[config.mk]
export PLATFORM = sky130hd
export DESIGN_NAME = spi_command_sequencer
export DESIGN_NICKNAME = d
export VERILOG_FILES = /design/src/rtl/spi_seq_pkg.sv /design/src/rtl/spi_wait_timer.sv /design/src/rtl/spi_command_sequencer.sv
export SDC_FILE = /design/constraint.sdc
export NUM_CORES = 1
export LEC_CHECK = 0
export ABC_AREA = 0
export CORE_UTILIZATION = 50
export DETAILED_ROUTE_END_ITERATION = 10
export PLACE_DENSITY = 0.8
export SYNTH_ARGS = -nofsm -noshare
export SYNTH_HDL_FRONTEND = slang
export SYNTH_SLANG_ARGS = --single-unit
[constraint.sdc]
create_clock -name fabric_clk -period 6.2 [get_ports fabric_clk]
set_clock_uncertainty 0.15 [all_clocks]
set_input_delay 0.93 -clock fabric_clk [delete_from_list [all_inputs] [get_ports fabric_clk]]
set_output_delay 0.93 -clock fabric_clk [all_outputs]
set_load 0.05 [all_outputs]
[src/rtl/spi_seq_pkg.sv]
// Shared types and helpers for the SPI command sequencer.
// Holds the FSM state encoding, wait-counter width and the length-mask helper.
package spi_seq_pkg;

    localparam int SEQ_LEN_WIDTH = 8;
    localparam int WAIT_WIDTH    = SEQ_LEN_WIDTH + 9;
    // Widest mask any 8-bit length can describe; callers truncate.
    localparam int LEN_MASK_MAX  = 256;

    typedef enum logic [1:0] {
        S_IDLE,
        S_ISSUE,
        S_WAIT,
        S_RESP
    } seq_state_t;

    // Ones in bit positions [length-1:0].
    function automatic logic [LEN_MASK_MAX-1:0] len_mask(
        input int unsigned length
    );
        logic [LEN_MASK_MAX-1:0] m;
        m = '0;
        for (int unsigned i = 0; i < LEN_MASK_MAX; i++) begin
            m[i] = (i < length);
        end
        return m;
    endfunction

endpackage

[src/rtl/spi_wait_timer.sv]
// Down-counter timing out one SPI transfer.
// Ports: clk_i, rst_i (async high), load_i/load_value_i, expire_o (count==1).
module spi_wait_timer
    import spi_seq_pkg::*;
#(
    parameter int WIDTH = WAIT_WIDTH
) (
    input  logic             clk_i,
    input  logic             rst_i,
    input  logic             load_i,
    input  logic [WIDTH-1:0] load_value_i,
    output logic             expire_o
);

    logic [WIDTH-1:0] cnt_q;

    always_ff @(posedge clk_i or posedge rst_i) begin
        if (rst_i) begin
            cnt_q <= '0;
        end else if (load_i) begin
            cnt_q <= load_value_i;
        end else if (cnt_q != '0) begin
            cnt_q <= cnt_q - 1'b1;
        end
    end

    // Asserted during the last cycle of the wait window.
    assign expire_o = (cnt_q == WIDTH'(1));

endmodule

[src/rtl/spi_command_sequencer.sv]
// Command front end for the SPI core: one command in flight, pulse, wait, respond.
// Ports: cmd_* in (valid/ready), xfer_* to/from core, rsp_* out, busy, err_len.
module spi_command_sequencer
    import spi_seq_pkg::*;
#(
    parameter int DATA_WIDTH            = 32,
    parameter int TRANSACTION_LEN_WIDTH = 8,
    parameter int TAG_WIDTH             = 4,
    parameter int GUARD_CYCLES          = 16
) (
    input  logic                             fabric_clk,
    input  logic                             reset,
    input  logic                             cmd_valid,
    output logic                             cmd_ready,
    input  logic [TRANSACTION_LEN_WIDTH-1:0] cmd_length,
    input  logic [DATA_WIDTH-1:0]            cmd_data,
    input  logic [DATA_WIDTH-1:0]            cmd_mask,
    input  logic [TAG_WIDTH-1:0]             cmd_tag,
    input  logic [7:0]                       clks_per_bit,
    output logic [TRANSACTION_LEN_WIDTH-1:0] xfer_length,
    output logic [DATA_WIDTH-1:0]            xfer_data,
    output logic [DATA_WIDTH-1:0]            xfer_mask,
    input  logic [DATA_WIDTH-1:0]            xfer_read_data,
    output logic                             rsp_valid,
    input  logic                             rsp_ready,
    output logic [DATA_WIDTH-1:0]            rsp_data,
    output logic [TAG_WIDTH-1:0]             rsp_tag,
    output logic                             busy,
    output logic                             err_len
);

    localparam int CNT_W = TRANSACTION_LEN_WIDTH + 9;

    seq_state_t                       state_q;
    logic [TRANSACTION_LEN_WIDTH-1:0] len_q;
    logic [TRANSACTION_LEN_WIDTH-1:0] xfer_len_q;
    logic [TAG_WIDTH-1:0]             tag_q;
    logic [TAG_WIDTH-1:0]             rsp_tag_q;
    logic [DATA_WIDTH-1:0]            xfer_data_q;
    logic [DATA_WIDTH-1:0]            xfer_mask_q;
    logic [DATA_WIDTH-1:0]            rsp_data_q;
    logic                             rsp_valid_q;
    logic                             err_len_q;

    logic [DATA_WIDTH-1:0] lenmask;
    logic                  has_read;
    logic [7:0]            cpb_eff;
    logic [CNT_W-1:0]      wait_d;
    logic                  cmd_fire;
    logic                  len_zero;
    logic                  len_over;
    logic                  expire;

    assign cmd_fire = cmd_valid && cmd_ready;
    assign len_zero = (cmd_length == '0);
    assign len_over = 32'(cmd_length) > DATA_WIDTH;

    assign lenmask  = DATA_WIDTH'(len_mask(32'(len_q)));
    // Any mask zero inside the active length is a read bit.
    assign has_read = (xfer_mask_q | ~lenmask) != '1;

    assign cpb_eff  = (clks_per_bit == 8'd0) ? 8'd1 : clks_per_bit;
    assign wait_d   = CNT_W'(len_q) * CNT_W'(cpb_eff)
                    + CNT_W'(GUARD_CYCLES);

    spi_wait_timer #(
        .WIDTH(CNT_W)
    ) u_timer (
        .clk_i       (fabric_clk),
        .rst_i       (reset),
        .load_i      (state_q == S_ISSUE),
        .load_value_i(wait_d),
        .expire_o    (expire)
    );

    always_ff @(posedge fabric_clk or posedge reset) begin
        if (reset) begin
            state_q     <= S_IDLE;
            len_q       <= '0;
            xfer_len_q  <= '0;
            tag_q       <= '0;
            rsp_tag_q   <= '0;
            xfer_data_q <= '0;
            xfer_mask_q <= '0;
            rsp_data_q  <= '0;
            rsp_valid_q <= 1'b0;
            err_len_q   <= 1'b0;
        end else begin
            unique case (state_q)
                S_IDLE: begin
                    if (cmd_fire) begin
                        if (len_over) begin
                            err_len_q <= 1'b1;
                        end else if (!len_zero) begin
                            len_q       <= cmd_length;
                            tag_q       <= cmd_tag;
                            xfer_len_q  <= cmd_length;
                            xfer_data_q <= cmd_data;
                            xfer_mask_q <= cmd_mask;
                            state_q     <= S_ISSUE;
                        end
                    end
                end
                S_ISSUE: begin
                    // Length is a one-cycle trigger for the core.
                    xfer_len_q <= '0;
                    state_q    <= S_WAIT;
                end
                S_WAIT: begin
                    if (expire) begin
                        if (has_read) begin
                            rsp_data_q  <= xfer_read_data
                                         & ~xfer_mask_q & lenmask;
                            rsp_tag_q   <= tag_q;
                            rsp_valid_q <= 1'b1;
                            state_q     <= S_RESP;
                        end else begin
                            state_q <= S_IDLE;
                        end
                    end
                end
                S_RESP: begin
                    if (rsp_ready) begin
                        rsp_valid_q <= 1'b0;
                        state_q     <= S_IDLE;
                    end
                end
                default: state_q <= S_IDLE;
            endcase
        end
    end

    assign cmd_ready   = (state_q == S_IDLE) && !reset;
    assign busy        = (state_q != S_IDLE);
    assign xfer_length = xfer_len_q;
    assign xfer_data   = xfer_data_q;
    assign xfer_mask   = xfer_mask_q;
    assign rsp_valid   = rsp_valid_q;
    assign rsp_data    = rsp_data_q;
    assign rsp_tag     = rsp_tag_q;
    assign err_len     = err_len_q;

endmodule

; ---- After elaboration in Yosys (flattened, before gate mapping)
; Index checks and enable logic that the tools add are counted.
[totals]
register_bits = 141
latch_bits = 0
ramBits = 0
romBits = 0
word_cells = 100
mem_count = 0
[op_classes]
add_sub_neg = 2
mul = 1
n_div = 0
n_lt_le_gt_ge = 33
n_eq_ne = 11
shifts = 0
n_mux = 18
n_bitwise = 7
reduce_logical = 17
[op_table]
columns = cell, count
row1 = less-than comparator 5 x 8 -> 1 bit (first input constant), 16
row2 = bitwise AND 32 bit, 2
row3 = less-than comparator 4 x 8 -> 1 bit (first input constant), 8
row4 = inverter 32 bit, 2
row5 = two-way mux 17 bit, 2
row6 = less-than comparator 3 x 8 -> 1 bit (first input constant), 4
row7 = two-way mux 8 bit, 4
row8 = inequality test 32 bit (second input constant), 1
row9 = OR 32 bit, 1
row10 = adder 16 x 5 -> 17 bit (second input constant), 1
row11 = == test 17 x 1 -> 1 bit (second input constant), 1
row12 = nonzero test 17 bit, 1
row13 = subtractor 17 x 1 -> 17 bit (second input constant), 1
row14 = logical NOT 8 bit, 2
row15 = less-than comparator 1 x 8 -> 1 bit (first input constant), 2
row16 = less-than comparator 2 x 8 -> 1 bit (first input constant), 2
row17 = multiplier 8 x 8 -> 16 bit, 1
row18 = case mux 8 bit (2 select lines), 1
row19 = two-way mux 2 bit, 6
row20 = inequality test 2 bit (second input constant), 6
row21 = AND reduction 4 bit, 3
row22 = greater-than comparator 8 x 6 -> 1 bit (second input constant), 1
row23 = case mux 2 bit (4 select lines), 1
row24 = nonzero test 2 bit, 4
row25 = 10 further kinds, 16

; ---- Longest topological paths before layout
; Gate-level depths: netlist of the first run.
[logic_depth]
word_depth = 7
ltp_mapped = 19

; ---- Hierarchy
; Synthesis of the first run repeated with hierarchy kept, for this count alone.
[unflattened]
cells_unflattened = 793
hier_area_um2 = 8622.0
[by_module_without_submodules]
columns = mod, instances, cells_each, area_each_um2, seq_area_each_um2
row1 = spi_command_sequencer, 1, 678, 7544.7, 3103.0
row2 = spi_wait_timer, 1, 115, 1077.3, 425.4

; ---- Worst setup path after synthesis of the first run
; No wires, ideal clock.
[synth_path]
kind = input-to-reg
startpoint = input clks_per_bit[2]
endpoint = register u_timer.cnt_q[14]
t_arrival_ns = 5.141
slack_ns = 0.773
stages = 19
path_cell_list = clkbuf_1 -> nor3_1 -> a21oi_1 -> nand2b_1 -> fa_1 -> inv_1 -> fa_1 -> ha_1 -> inv_1 -> fa_1 -> inv_1 -> ha_1 -> fa_1 -> a211oi_1 -> o21ai_0 -> and3_1 -> nor3_1 -> xor2_1 -> o21ai_0
[synth_between]
elab_chain_cells = 5
[synth_rtl]
columns = element, line_no
row1 = from (decl), spi_command_sequencer.sv:19  ; input logic [7:0] clks_per_bit,
row2 = logical NOT 8 bit, spi_command_sequencer.sv:62  ; assign cpb_eff = (clks_per_bit == 8'd0) ? 8'd1 : clks_per_bit;
row3 = two-way mux 8 bit (*), spi_command_sequencer.sv:62
row4 = multiplier 8 x 8 -> 16 bit (*), spi_command_sequencer.sv:63  ; assign wait_d = CNT_W'(len_q) * CNT_W'(cpb_eff)
row5 = adder 16 x 5 -> 17 bit (*), spi_command_sequencer.sv:64  ; + CNT_W'(GUARD_CYCLES);
row6 = two-way mux 17 bit (*), spi_wait_timer.sv:20  ; end else if (load_i) begin
row7 = to (signal assigned), spi_wait_timer.sv:21  ; cnt_q <= load_value_i;
row8 = to (signal assigned), spi_wait_timer.sv:23  ; cnt_q <= cnt_q - 1'b1;
row9 = to (decl), spi_wait_timer.sv:15  ; logic [WIDTH-1:0] cnt_q;
; Mark *: on every way between the ends. The rest lies on a longest branch, timed or not.
; A chain may end at the register's enable or synchronous reset.

; ---- Worst setup path after layout of the first run
[layout_path]
startpoint = input clks_per_bit[5]
endpoint = register u_timer.cnt_q[14]
; Same word-level chain as after synthesis.

==> out/summary.txt, run 1 <==
Status: finished clean
DRC: 0
Async set-reset flop share out of synthesis: 1.00
Ys Warns: 0
CTS tree: done
Vias per inst: 5.61
Comb pwr share: 0.310
Delay-heaviest family, CP: adder cells
Initial Utilization: 0.518
Synth Flop Type: dfrtp_1
Post-CTS setup buffer count: 0
R2R Path End: u_timer.cnt_q[15]
RD Place Congestion: 0.854
Post-synth EDFFs: 0
Pins Over Slew Limit: 0
Reg2reg start: len_q[5]
Final setup TNS: 0 ns
Final Net Count: 1395
CTS H-tree lvls: 4
Max-Cap Viols: 0
Slowest cell delay on critical path: 0.53 ns
NetSw: 1.01 mW
Metal3 WL: 2300 µm
Resized cells post-CTS: 0
Post-CTS Hold Buffers: 0
Layout area overhead: 36.4%
CTS Buf Count: 17
Min-delay worst type: reg -> reg
R2r worst-path depth: 15
Synth area leader: dfrtp_1
Library cells used by synthesis: 64
Post-DP HPWL: 18700 µm
Top cell by count, worst path: fa_1
Sinks on Clock Net: 141
Seq pwr share: 0.340
Syn_nets: 1173
Die Ht: 134 µm
Routed WL: 26400 µm
Peak supply drop: 223 µV
Yosys reg bits: 141
Worst skew pair latency: 0.43 ns
Die boundary width: 134 µm
Total power draw: 3.13 mW
Most frequent cells after synthesis: nand2_1, dfrtp_1, inv_1
Post-Synthesis Cells: 971
Core footprint: 16800 µm²
Buffers on Ports: 231
Critical Path RT: 6.34 ns
Syn avg cell area: 8.97 µm²
CP Data Arrival Time: 5.71 ns
P_int: 2.12 mW
Final Core Density: 0.707
All-Layer GR Usage: 0.309
Antenna-violating nets left: 0
Hold Path Cell Cnt: 2
Clk buf depth: 2
Largest fanout on the critical path: 3
Relative slew slack: 0.281
Buf/Inv on CP: 4
Slew @ Worst Pin: 1.08 ns
Leakage: 5.78 nW
Min cycle time layout: 5.56 ns
Starting DRT DRC Count: 808
FMAX: 180 MHz
Setup CP Type: in -> reg
Pre-CTS setup slack: 0.167 ns
RSZ-0062 raised after global routing: false
Number of global-route vias before repair: 8072
Clock share of power: 0.350
Startpoint class of the critical path: input port
Synth Cell Area: 8710 µm²
Final Hold Viols: 0
DR WL met2: 12600 µm
Root buffer cell: clkbuf_16
Register area share after synthesis: 0.405
Setup violators final: 0
Layout cell share with drive strength beyond 1: 0.0597
Top Metal Used: met4
Slowest cell on crit path: fa_1
Drt pass-1 iters: 5
Area contributors post-synth: dfrtp_1, nand2_1, fa_1, ha_1, inv_1
WL/cell: 18.5 µm
Via Count: 8004
Routed met1 length: 10600 µm
Largest net degree at the start of global routing: 108
Initial antenna violation count: 1
Critical Path Sink Type: register
Switch share: 0.322
First-pass GRT wire length: 42300 µm
Yosys top cell area share: 0.405
Ports: 232
Tcrit/Tclk final: 0.897
Most common cell in the netlist: nand2_1
GRT overflow: 0
Pwr/cell area: 263 nW/µm²
Final Worst Setup Slack: 0.638 ns
Reg2reg setup slack: 1.25 ns
Critical path cell sequence: clkdlybuf4s50_1, nor4_1, a21oi_1, nand2b_1, fa_1, inv_1, fa_1, ha_1, inv_1, fa_1, inv_1, ha_1, fa_1, a211oi_1, o21ai_0, and3_1, nor3_1, xor2_1, o21ai_0
Cell Rows: 47
Hold slack: 0.325 ns
Hold EP: xfer_data[11]
Hold_sp: xfer_data[11]
Worst-path clk slew: 0.06 ns
Die area: 18000 µm²
cell usage in the layout (no fill, tap or decap), types with 6 or more instances in the layout:
cell type          n
nand2_1          264
clkdlybuf4s50_1  231
dfrtp_1          141
inv_1             79
and2_1            45
ha_1              44
fa_1              38
o21ai_0           33
a21oi_1           30
nor2_1            28
buf_4             20
nor3_1            18
clkbuf_16         17
o22ai_1           16
nand3_1           14
or3_1             14
mux2i_1           13
xnor2_1           13
a31oi_1            8
or4_1              7
o31ai_1            7
mux2_4             7
nor3b_1            7
nand2b_1           6
a211oi_1           6
a21o_1             6
nor4_1             6
mux2_1             6
worst max-delay path by stage:
stage	startpoint	slack [ns]	cells after the start	end
3_5_place_dp	clks_per_bit[5]	0.17	19	u_timer.cnt_q[14]
3_3_place_gp	clks_per_bit[5]	0.28	19	u_timer.cnt_q[14]
6_report	clks_per_bit[5]	0.64	19	u_timer.cnt_q[14]
4_1_cts	clks_per_bit[5]	0.63	19	u_timer.cnt_q[14]
5_1_grt	clks_per_bit[5]	0.28	19	u_timer.cnt_q[14]
2_1_floorplan	clks_per_bit[2]	0.77	19	u_timer.cnt_q[14]
per-stage QoR:
stage / std cells / instance area (µm²)
floorplan: 971 / 8710
CTS: 1426 / 11900
global placement: 1394 / 11300
finish: 1427 / 11900
global route: 1426 / 11900
detailed placement: 1394 / 11300
power by group through the flow:
stage | sequential [mW] | clock (mW) | combinational [mW]
after floorplan | 1.15 | 0 | 0.584
after global placement | 1.07 | 0 | 0.938
after detailed placement | 1.08 | 0 | 0.961
after CTS | 1.06 | 1.10 | 0.972
after global routing | 1.07 | 1.15 | 1.08
final | 1.06 | 1.09 | 0.970
metal layers:
layer | GRT usage | vias to the layer above
li1 | - | 3660
met1 | 0.387 | 3876
met2 | 0.499 | 405
met3 | 0.0805 | 63
met4 | 0.148 | 0
met5 | 0 | -
flip-flops by register name, summed over array words and instances (netlist names):
register and count:
xfer_data 32, u_timer.cnt_q 17, len_q 8, rsp_valid 1, xfer_length 8, rsp_data 32, state_q 2, xfer_mask 32
rsp_tag 4, err_len 1, tag_q 4
layout make-up:
class                      instances  area (µm²)
fill                            1348        4930
multi-input combinational        702        4680
sequential                       141        3530
timing repair buffer             251        2460
clock buffer                      22         464
inverter                          80         305
tap                              220         275
clock inverter                    10         163
antenna                            1        2.50
cell families after synthesis:
family,share of synthesized area
AND/OR/NAND/NOR,0.233
flip-flops,0.405
AO/OA/AOI/OAI,0.0972
buffers and inverters,0.0579
adder cells (fa/ha/maj),0.152
multiplexers,0.0386
XOR/XNOR,0.0171
tightest hold or removal path, stage by stage, from the launching register on:
cell and delay, ns:
dfrtp_1 0.34, nand2_1 0.05, nand2_1 0.05
Note: power is estimated with default switching activity, not from simulation.
==> run 2: changes to the inputs <==
- CORE_UTILIZATION: 50 -> 45
- PLACE_DENSITY: 0.8 -> 0.76
- clock period: 6.2 -> 4.6 ns (I/O delays scaled with it)
==> run 2 against run 1 <==
Compared with the run above: routed wire length is 1.1% higher; combinational power is 68% higher; the run now ends with negative setup slack left; critical path depth is 1 lower; sequential cell count stayed put; sequential share of layout area is 1.2 points lower; critical endpoint is now u_timer.cnt_q[16]; critical path type unchanged.
==> out/summary.txt, run 2 (synthesized netlist as in run 1, its figures left out) <==
Switch share: 0.326
Slew @ Worst Pin: 0.995 ns
GRT overflow: 0
CTS tree: done
Pre-CTS setup slack: -0.985 ns
Seq. cell area: 3530 µm²
CTS Buf Count: 17
Worst skew pair latency: 0.42 ns
Initial Utilization: 0.463
Min-delay worst type: reg -> reg
Worst-path clk slew: 0.06 ns
Startpoint class of the critical path: input port
Final Worst Setup Slack: -0.0124 ns
Commonest non-fill, non-tap cell in the layout: nand2_1
Setup violators final: 2
Filler cells: 1478
Seq pwr share: 0.322
Core footprint: 18800 µm²
Comb pwr share: 0.365
DRC: 0
Post-DP HPWL: 20000 µm
Failing checks: negative setup slack
Pwr/cell area: 360 nW/µm²
Leakage: 6.02 nW
CTS H-tree lvls: 4
Clock share of power: 0.313
Most frequent cells in the layout: nand2_1, clkdlybuf4s50_1, dfrtp_1, inv_1, buf_4
Die Ht: 141 µm
Tcrit/Tclk final: 1.00
Status: finished with violations
Final Net Count: 1439
Number of global-route vias before repair: 8099
Ports: 232
Hold slack: 0.319 ns
Antenna fix cells: 0
Sinks on Clock Net: 141
Clk buf depth: 2
P_int: 3.00 mW
Drt pass-1 iters: 5
WL/cell: 17.7 µm
FMAX: 217 MHz
First-pass GRT wire length: 42700 µm
Largest net degree at the start of global routing: 75
Multi-input logic area: 4830 µm²
RSZ-0062 raised after global routing: true
Post-CTS Hold Buffers: 0
Root buffer cell: clkbuf_16
Largest fanout on the critical path: 4
Critical Path RT: 4.75 ns
Starting DRT DRC Count: 713
Initial antenna violation count: 0
CP Data Arrival Time: 4.76 ns
All-Layer GR Usage: 0.280
RD Place Congestion: 0.858
Via Count: 8023
Antenna-violating nets left: 0
Die area: 19900 µm²
Routed WL: 26700 µm
Peak supply drop: 257 µV
Min cycle time layout: 4.61 ns
Setup CP Type: in -> reg
Layout cell share with drive strength beyond 1: 0.113
Relative slew slack: 0.336
Vias per inst: 5.32
Cell Rows: 50
Buffers on Ports: 231
Critical Path Sink Type: register
Die boundary width: 141 µm
Max-Cap Viols: 0
Layout area overhead: 42.2%
Pins Over Slew Limit: 0
Final Hold Viols: 0
NetSw: 1.45 mW
run 2: cell types whose count changed in the layout (fill, tap and decap cells not counted), sizes merged:
cell / previous run / this run
buf: 20 / 68
clkdlybuf4s50: 231 / 223
clkbuf: 22 / 24
clkdlybuf4s15: 0 / 2
bufinv: 4 / 3
clkinv: 4 / 3
diode: 1 / 0
dlygate4sd2: 0 / 1
inv: 80 / 79
run 2: through the flow:
stage               area, µm²  total power, mW  cells  setup TNS, ns  utilization
floorplan                8800             2.37    971         -0.305            -
CTS                     12300             4.43   1506              0        0.655
detailed placement      11700             2.90   1472          -8.36        0.620
finish                  12400             4.45   1508        -0.0158        0.658
global route            12400             4.71   1508         -0.934        0.658
global placement        11700             2.86   1472          -6.98        0.620
run 2: timing repair:
item	in CTS	in global routing
pin swaps	20	14
setup endpoints to repair	10	9
gates resized for setup	40	12
setup buffers	4	2
run 2: cell type report:
| type | instances | share of cell area |
|---|---|---|
| clock buffers | 23 | 0.0386 |
| clock inverters | 7 | 0.00909 |
| inverters | 80 | 0.0245 |
| multi-input cells | 702 | 0.390 |
| flip-flops and latches | 141 | 0.285 |
| well taps | 260 | 0.0263 |
| repair buffers | 295 | 0.227 |
run 2: routing by layer:
metal  global-route usage  share of wire  vias to the layer above  wire length (µm)
met5                    0              0                        -                 0
met4                0.113          0.034                        0               910
met3               0.0764          0.087                       62              2320
met2                0.455           0.48                      359             12700
met1                0.353           0.40                     3861             10800
li1                     -              -                     3741                 -
run 2: worst paths after layout:
check / depth (start not counted) / end / startpoint / slack, ns
setup reg to reg: 14 / u_timer.cnt_q[16] / len_q[4] / 0.07
hold / removal: 2 / tag_q[1] / tag_q[1] / 0.32
min in group asynchronous: 2 / xfer_data[12] / reset / 0.67
hold reg to reg: 2 / tag_q[1] / tag_q[1] / 0.32
setup / recovery: 18 / u_timer.cnt_q[16] / clks_per_bit[5] / -0.01
max in group asynchronous: 3 / xfer_length[4] / reset / 2.75
run 2: critical path: stages:
cell      delay, ns
buf_8          0.10
nor4_4         0.27
a21oi_2        0.13
nand2b_4       0.16
fa_1           0.38
inv_1          0.08
fa_1           0.42
inv_1          0.09
fa_1           0.44
fa_1           0.54
inv_1          0.07
fa_2           0.39
a211oi_4       0.32
o21ai_2        0.10
and3_4         0.18
nor3_4         0.19
or4_1          0.13
nand3_1        0.06
run 2: power by group through the flow:
| stage | logic, mW | registers [mW] | clock network [mW] |
|---|---|---|---|
| 6_report | 1.63 | 1.43 | 1.39 |
| 5_1_grt | 1.79 | 1.45 | 1.48 |
| 4_1_cts | 1.58 | 1.43 | 1.42 |
| 3_5_place_dp | 1.45 | 1.45 | 0 |
| 3_3_place_gp | 1.42 | 1.45 | 0 |
| 2_1_floorplan | 0.823 | 1.55 | 0 |
